**src/rtl/compute_clock_gate_ctrl_if.sv**
```systemverilog
// Host/requester bus of the compute-clock gate controller.
// Optional stall statistics ports appear when COMPUTE_CLOCK_GATE_STATS_EN is defined.
interface compute_clock_gate_ctrl_if #(
  parameter int NUM_REQ = 4,
  parameter int COUNT_W = 48
);
  logic               start;
  logic               stop;
  logic [COUNT_W-1:0] cycle_budget;
  logic [NUM_REQ-1:0] req;
  logic [NUM_REQ-1:0] gnt;
  logic               compute_clock_en_n;
  logic               running;
  logic               done;
  logic [COUNT_W-1:0] cycle_count;
`ifdef COMPUTE_CLOCK_GATE_STATS_EN
  logic [COUNT_W-1:0] stall_cycles;
  logic [15:0]        stall_events;

  modport master (
    output start, stop, cycle_budget, req,
    input  gnt, compute_clock_en_n, running, done, cycle_count, stall_cycles, stall_events
  );
  modport slave (
    input  start, stop, cycle_budget, req,
    output gnt, compute_clock_en_n, running, done, cycle_count, stall_cycles, stall_events
  );
`else
  modport master (
    output start, stop, cycle_budget, req,
    input  gnt, compute_clock_en_n, running, done, cycle_count
  );
  modport slave (
    input  start, stop, cycle_budget, req,
    output gnt, compute_clock_en_n, running, done, cycle_count
  );
`endif
endinterface

```
**src/rtl/compute_clock_gate_ctrl.sv**
```systemverilog
// Sequences the active-low compute-clock enable: budgeted runs, requester stalls with grants.
// Optional stall statistics are enabled by COMPUTE_CLOCK_GATE_STATS_EN.
module compute_clock_gate_ctrl #(
  parameter int NUM_REQ      = 4,
  parameter int COUNT_W      = 48,
  parameter int RESUME_DELAY = 2
) (
  input logic                    clock,
  input logic                    reset,
  compute_clock_gate_ctrl_if.slave bus
);
  localparam int DELAY_W = (RESUME_DELAY > 1) ? $clog2(RESUME_DELAY + 1) : 1;

  typedef enum logic [2:0] {IDLE, RUN, STALL, RESUME, DONE} state_t;

  state_t             state_reg;
  logic               en_n_reg;
  logic [NUM_REQ-1:0] gnt_reg;
  logic               running_reg;
  logic               done_reg;
  logic [COUNT_W-1:0] cycle_count_reg;
  logic [COUNT_W-1:0] remaining_reg;
  logic [DELAY_W-1:0] delay_reg;
  logic               any_req;
  logic               last_cycle;

  assign any_req    = |bus.req;
  assign last_cycle = (remaining_reg == COUNT_W'(1));

  always_ff @(posedge clock or posedge reset) begin
    if (reset) begin
      state_reg       <= IDLE;
      en_n_reg        <= 1'b1;
      gnt_reg         <= '0;
      running_reg     <= 1'b0;
      done_reg        <= 1'b0;
      cycle_count_reg <= '0;
      remaining_reg   <= '0;
      delay_reg       <= '0;
    end else begin
      done_reg <= 1'b0;
      // Every edge seen with the enable asserted is one compute-clock cycle.
      if (!en_n_reg) begin
        if (cycle_count_reg != '1) cycle_count_reg <= cycle_count_reg + 1'b1;
        remaining_reg <= remaining_reg - 1'b1;
      end
      case (state_reg)
        IDLE: begin
          if (bus.start) begin
            cycle_count_reg <= '0;
            if (bus.cycle_budget == '0) begin
              state_reg <= DONE;
              done_reg  <= 1'b1;
            end else begin
              remaining_reg <= bus.cycle_budget;
              state_reg     <= RUN;
              en_n_reg      <= 1'b0;
              running_reg   <= 1'b1;
            end
          end
        end
        RUN: begin
          // Budget exhaustion outranks stop and stall requests.
          if (last_cycle) begin
            state_reg   <= DONE;
            en_n_reg    <= 1'b1;
            running_reg <= 1'b0;
            done_reg    <= 1'b1;
          end else if (bus.stop) begin
            state_reg   <= IDLE;
            en_n_reg    <= 1'b1;
            running_reg <= 1'b0;
          end else if (any_req) begin
            state_reg <= STALL;
            en_n_reg  <= 1'b1;
          end
        end
        STALL: begin
          if (bus.stop) begin
            state_reg   <= IDLE;
            gnt_reg     <= '0;
            running_reg <= 1'b0;
          end else if (!any_req) begin
            gnt_reg <= '0;
            if (RESUME_DELAY == 0) begin
              state_reg <= RUN;
              en_n_reg  <= 1'b0;
            end else begin
              delay_reg <= DELAY_W'(RESUME_DELAY);
              state_reg <= RESUME;
            end
          end else begin
            gnt_reg <= bus.req;
          end
        end
        RESUME: begin
          if (bus.stop) begin
            state_reg   <= IDLE;
            running_reg <= 1'b0;
          end else if (any_req) begin
            state_reg <= STALL;
          end else if (delay_reg == DELAY_W'(1)) begin
            state_reg <= RUN;
            en_n_reg  <= 1'b0;
          end else begin
            delay_reg <= delay_reg - 1'b1;
          end
        end
        DONE:    state_reg <= IDLE;
        default: state_reg <= IDLE;
      endcase
    end
  end

  assign bus.gnt                = gnt_reg;
  assign bus.compute_clock_en_n = en_n_reg;
  assign bus.running            = running_reg;
  assign bus.done               = done_reg;
  assign bus.cycle_count        = cycle_count_reg;

`ifdef COMPUTE_CLOCK_GATE_STATS_EN
  logic [COUNT_W-1:0] stall_cycles_reg;
  logic [15:0]        stall_events_reg;
  logic               enter_stall;

  assign enter_stall = (state_reg == RUN) && !last_cycle && !bus.stop && any_req;

  always_ff @(posedge clock or posedge reset) begin
    if (reset) begin
      stall_cycles_reg <= '0;
      stall_events_reg <= '0;
    end else if (state_reg == IDLE && bus.start) begin
      stall_cycles_reg <= '0;
      stall_events_reg <= '0;
    end else begin
      if (state_reg == STALL || state_reg == RESUME)
        stall_cycles_reg <= stall_cycles_reg + 1'b1;
      if (enter_stall && stall_events_reg != '1)
        stall_events_reg <= stall_events_reg + 1'b1;
    end
  end

  assign bus.stall_cycles = stall_cycles_reg;
  assign bus.stall_events = stall_events_reg;
`endif
endmodule

```
**src/flat_wrapper.sv**
```systemverilog
// flat-port wrapper written by rule: the top's interface ports become plain ports
module compute_clock_gate_ctrl_flat 
#(
  parameter int NUM_REQ      = 4,
  parameter int COUNT_W      = 48,
  parameter int RESUME_DELAY = 2
)
  (clock, reset, bus_start, bus_stop, bus_cycle_budget, bus_req, bus_gnt, bus_compute_clock_en_n, bus_running, bus_done, bus_cycle_count);
  compute_clock_gate_ctrl_if #(.NUM_REQ(NUM_REQ), .COUNT_W(COUNT_W)) bus_i ();
  input logic clock;
  input logic reset;
  input wire logic [$bits(bus_i.start)-1:0] bus_start;
  input wire logic [$bits(bus_i.stop)-1:0] bus_stop;
  input wire logic [$bits(bus_i.cycle_budget)-1:0] bus_cycle_budget;
  input wire logic [$bits(bus_i.req)-1:0] bus_req;
  output wire logic [$bits(bus_i.gnt)-1:0] bus_gnt;
  output wire logic [$bits(bus_i.compute_clock_en_n)-1:0] bus_compute_clock_en_n;
  output wire logic [$bits(bus_i.running)-1:0] bus_running;
  output wire logic [$bits(bus_i.done)-1:0] bus_done;
  output wire logic [$bits(bus_i.cycle_count)-1:0] bus_cycle_count;
  assign bus_i.start = bus_start;
  assign bus_i.stop = bus_stop;
  assign bus_i.cycle_budget = bus_cycle_budget;
  assign bus_i.req = bus_req;
  assign bus_gnt = bus_i.gnt;
  assign bus_compute_clock_en_n = bus_i.compute_clock_en_n;
  assign bus_running = bus_i.running;
  assign bus_done = bus_i.done;
  assign bus_cycle_count = bus_i.cycle_count;
  compute_clock_gate_ctrl #(.NUM_REQ(NUM_REQ), .COUNT_W(COUNT_W), .RESUME_DELAY(RESUME_DELAY)) u_core (.clock(clock), .reset(reset), .bus(bus_i));
endmodule
```
**config.mk**
```make
export PLATFORM = sky130hd
export DESIGN_NAME = compute_clock_gate_ctrl_flat
export DESIGN_NICKNAME = d
export VERILOG_FILES = /design/src/rtl/compute_clock_gate_ctrl_if.sv /design/src/rtl/compute_clock_gate_ctrl.sv /design/src/flat_wrapper.sv
export SDC_FILE = /design/constraint.sdc
export NUM_CORES = 1
export LEC_CHECK = 0
export CAP_MARGIN = 20
export CORE_MARGIN = 2
export CORE_UTILIZATION = 30
export DETAILED_ROUTE_END_ITERATION = 7
export GPL_TIMING_DRIVEN = 0
export PLACE_DENSITY_LB_ADDON = 0.12
export SLEW_MARGIN = 20
export SYNTH_ARGS = -nofsm -noshare
export SYNTH_HDL_FRONTEND = slang
export SYNTH_SLANG_ARGS = --single-unit
```
**constraint.sdc**
```tcl
create_clock -name clock -period 3.9 [get_ports clock]
set_input_delay 0.585 -clock clock [delete_from_list [all_inputs] [get_ports clock]]
set_output_delay 0.585 -clock clock [all_outputs]
set_load 0.01 [all_outputs]
```
==> reports/metrics.cfg <==
[status]
outcome = finished clean

[critical_path]
r2r_setup_slack_ns = 0.75
cp.required_ns = 4.14
critPathCaptureType = flip-flop
worstPathMaxFanout = 10
cp.arrival_ns = 3.43
crit_type = input port to flip-flop
cp-start-kind = input port

[placed_design]
dpl.cell_count = 1061
port_buffers = 109
gp_congestion = 0.8249
pre_cts_ws_ns = 0.3113
place_area_mm2 = 0.007543
hpwlAfterDp_mm = 13.00

[pwr]
irDropWorstVdd_uv = 226.3
p_per_area_mw_per_mm2 = 520.7
leakage_nw = 2.848
totalPowerFinal_mw = 4.073

[floorplan]
initial_core_util_pct = 30.35
io_pins = 111
die-area_mm2 = 0.02143
fp.dieW_um = 146.4
die_h_um = 146.4
rows = 52
core_mm2 = 0.02004

[global_route]
grt_pass1_wl_mm = 29.28
antenna_found_initial = 0
track_usage_pct = 16.91
overflow = 0
grt_max_degree = 63
grt_pass1_vias = 5547

[detailed_routing]
drc_errors = 0
drt-initial-drc-count = 338
top_layer = met4
vias = 5456
ant_nets = 0
dr_wl_met3_um = 751
routed_wl_mm = 17.34
firstDrtPassIters = 5
routed-wl-met2_mm = 8.110
wl_met1_mm = 8.269
viasPerCell = 5.071
wl_per_cell_um = 16.11

[synth]
ys_ff_latch = 108
yosysWarnings = 0
synth_area_leaders = dfrtp_1, xnor2_1, nand2_1
async_reset_ff_share_pct = 100.0
ys_types = 53
ys_seq_area_share_pct = 44.46
yosysTopAreaCell = dfrtp_1
syn-instance-count = 681
synth.top_cell.area_share_pct = 44.02
yosys-top-cells-count = dfrtp_1, nand2_1, o21ai_0, nor2_1, xnor2_1
avgSynthCellArea_um2 = 8.931
yosysMostFrequentCell = dfrtp_1
synthFlopType = dfrtp_1
syn_nets = 741
synth-edff-count = 0
netlist_area_mm2 = 0.006082

[sta]
final_max_slew_viol_count = 0
setup_ws_ns = 0.7050
period_share_pct = 81.92
clock.fmax_mhz = 313.0
clock_skew_ns = 0.007018
final-setup-viol-count = 0
hold_viol = 0
worst_pin_slew_ns = 1.005
rsz0062_at_grt = false
relSlewSlack_pct = 32.04
period_needed_ns = 3.195

[clocking]
cts_tree = built
path_clk_slew_ns = 0.07
cts_resized = 0
cts_buffer_depth = 2
cts_buffers = 9
htreeDepth = 3
cts_hold_buf = 0
cts_setup_buffers = 0
clkSinkCount = 108
clock_latency_ns = 0.36
clockRootBuffer = clkbuf_16

[cells_and_area]
multi_input_area_mm2 = 0.003181
ff_latch_area_mm2 = 0.002704
fin_area_mm2 = 0.007821
final_cells = 1076
final.fill_count = 2085
utilization_pct = 39.03
drive_gt1_share_pct = 5.831
antennaDiodeCount = 0
syn_to_final_growth_pct = 28.59
fin_nets = 862

[worst_hold_path]
hp-class = flip-flop to flip-flop

[run]
cap_violations = 0

layout by cell type (no fill, tap or decap), drive strengths merged, types with 4 or more instances in the layout:
cell type / n
clkdlybuf4s50: 109
dfrtp: 107
nand2: 88
o21ai: 60
nor2: 58
xnor2: 53
nor4: 41
nand3: 32
clkbuf: 32
or3: 26
xor2: 24
nor3: 22
nand4: 18
a21oi: 18
buf: 12
inv: 10
a211oi: 9
or4: 8
and3: 8
nand2b: 7
a2111oi: 7
and2: 4
ha: 4
mux2: 4
a21o: 4
area by class of cell:
type | count | share of cell area (%)
inverters | 10 | 0.5439
clock inverters | 4 | 0.3199
clock buffers | 11 | 3.231
well taps | 270 | 4.319
multi-input cells | 531 | 40.67
repair buffers | 110 | 14.30
flip-flops and latches | 108 | 34.57
plain buffers | 32 | 2.048
worst max-delay path: stages:
cell	delay [ns]
clkdlybuf4s50_1	0.45
or4_1	0.53
clkbuf_1	0.19
a211o_1	0.34
nor3_4	0.38
and2_1	0.28
buf_6	0.18
buf_6	0.16
mux2_1	0.32
metal layers:
metal,up-vias,global-route usage [%]
li1,2683,-
met4,0,5.097
met1,2620,23.45
met3,13,2.469
met2,140,27.50
met5,-,0
through the flow:
step / setup TNS [ns] / hold WS (ns)
finish: 0 / 0.4829
detailed placement: 0 / 0.4775
CTS: 0 / 0.4950
floorplan: 0 / 0.4950
global route: 0 / 0.5426
global placement: -147.54 / 0.4654
cell families (layout without fill, tap and decap cells):
family	Yosys count	count (layout)	share of synthesized area, %
multiplexers	7	7	1.234
AO/OA/AOI/OAI	111	111	10.82
buffers and inverters	42	167	3.250
XOR/XNOR	77	77	11.09
adder cells (fa/ha/maj)	4	4	0.8229
flip-flops	108	108	44.46
AND/OR/NAND/NOR	332	332	28.33
worst paths after layout:
path / from / end / cells after the start
max: bus_req[1] / u_core.remaining_reg[46] / 9
min: u_core.bus.gnt[0] / u_core.bus.gnt[0] / 2
max reg2reg: u_core.remaining_reg[0] / u_core.remaining_reg[46] / 8
min reg2reg: u_core.bus.gnt[0] / u_core.bus.gnt[0] / 2
max in group asynchronous: reset / u_core.bus.compute_clock_en_n / 3
min in group asynchronous: reset / u_core.remaining_reg[14] / 2
power breakdown:
part | leakage (nW) | switching (mW) | total, mW | internal [mW]
combinational | 1.30 | 0.796 | 1.43 | 0.630
sequential | 1.41 | 0.324 | 1.76 | 1.43
clock | 0.133 | 0.428 | 0.891 | 0.463
(Power assumes the default switching activity.)
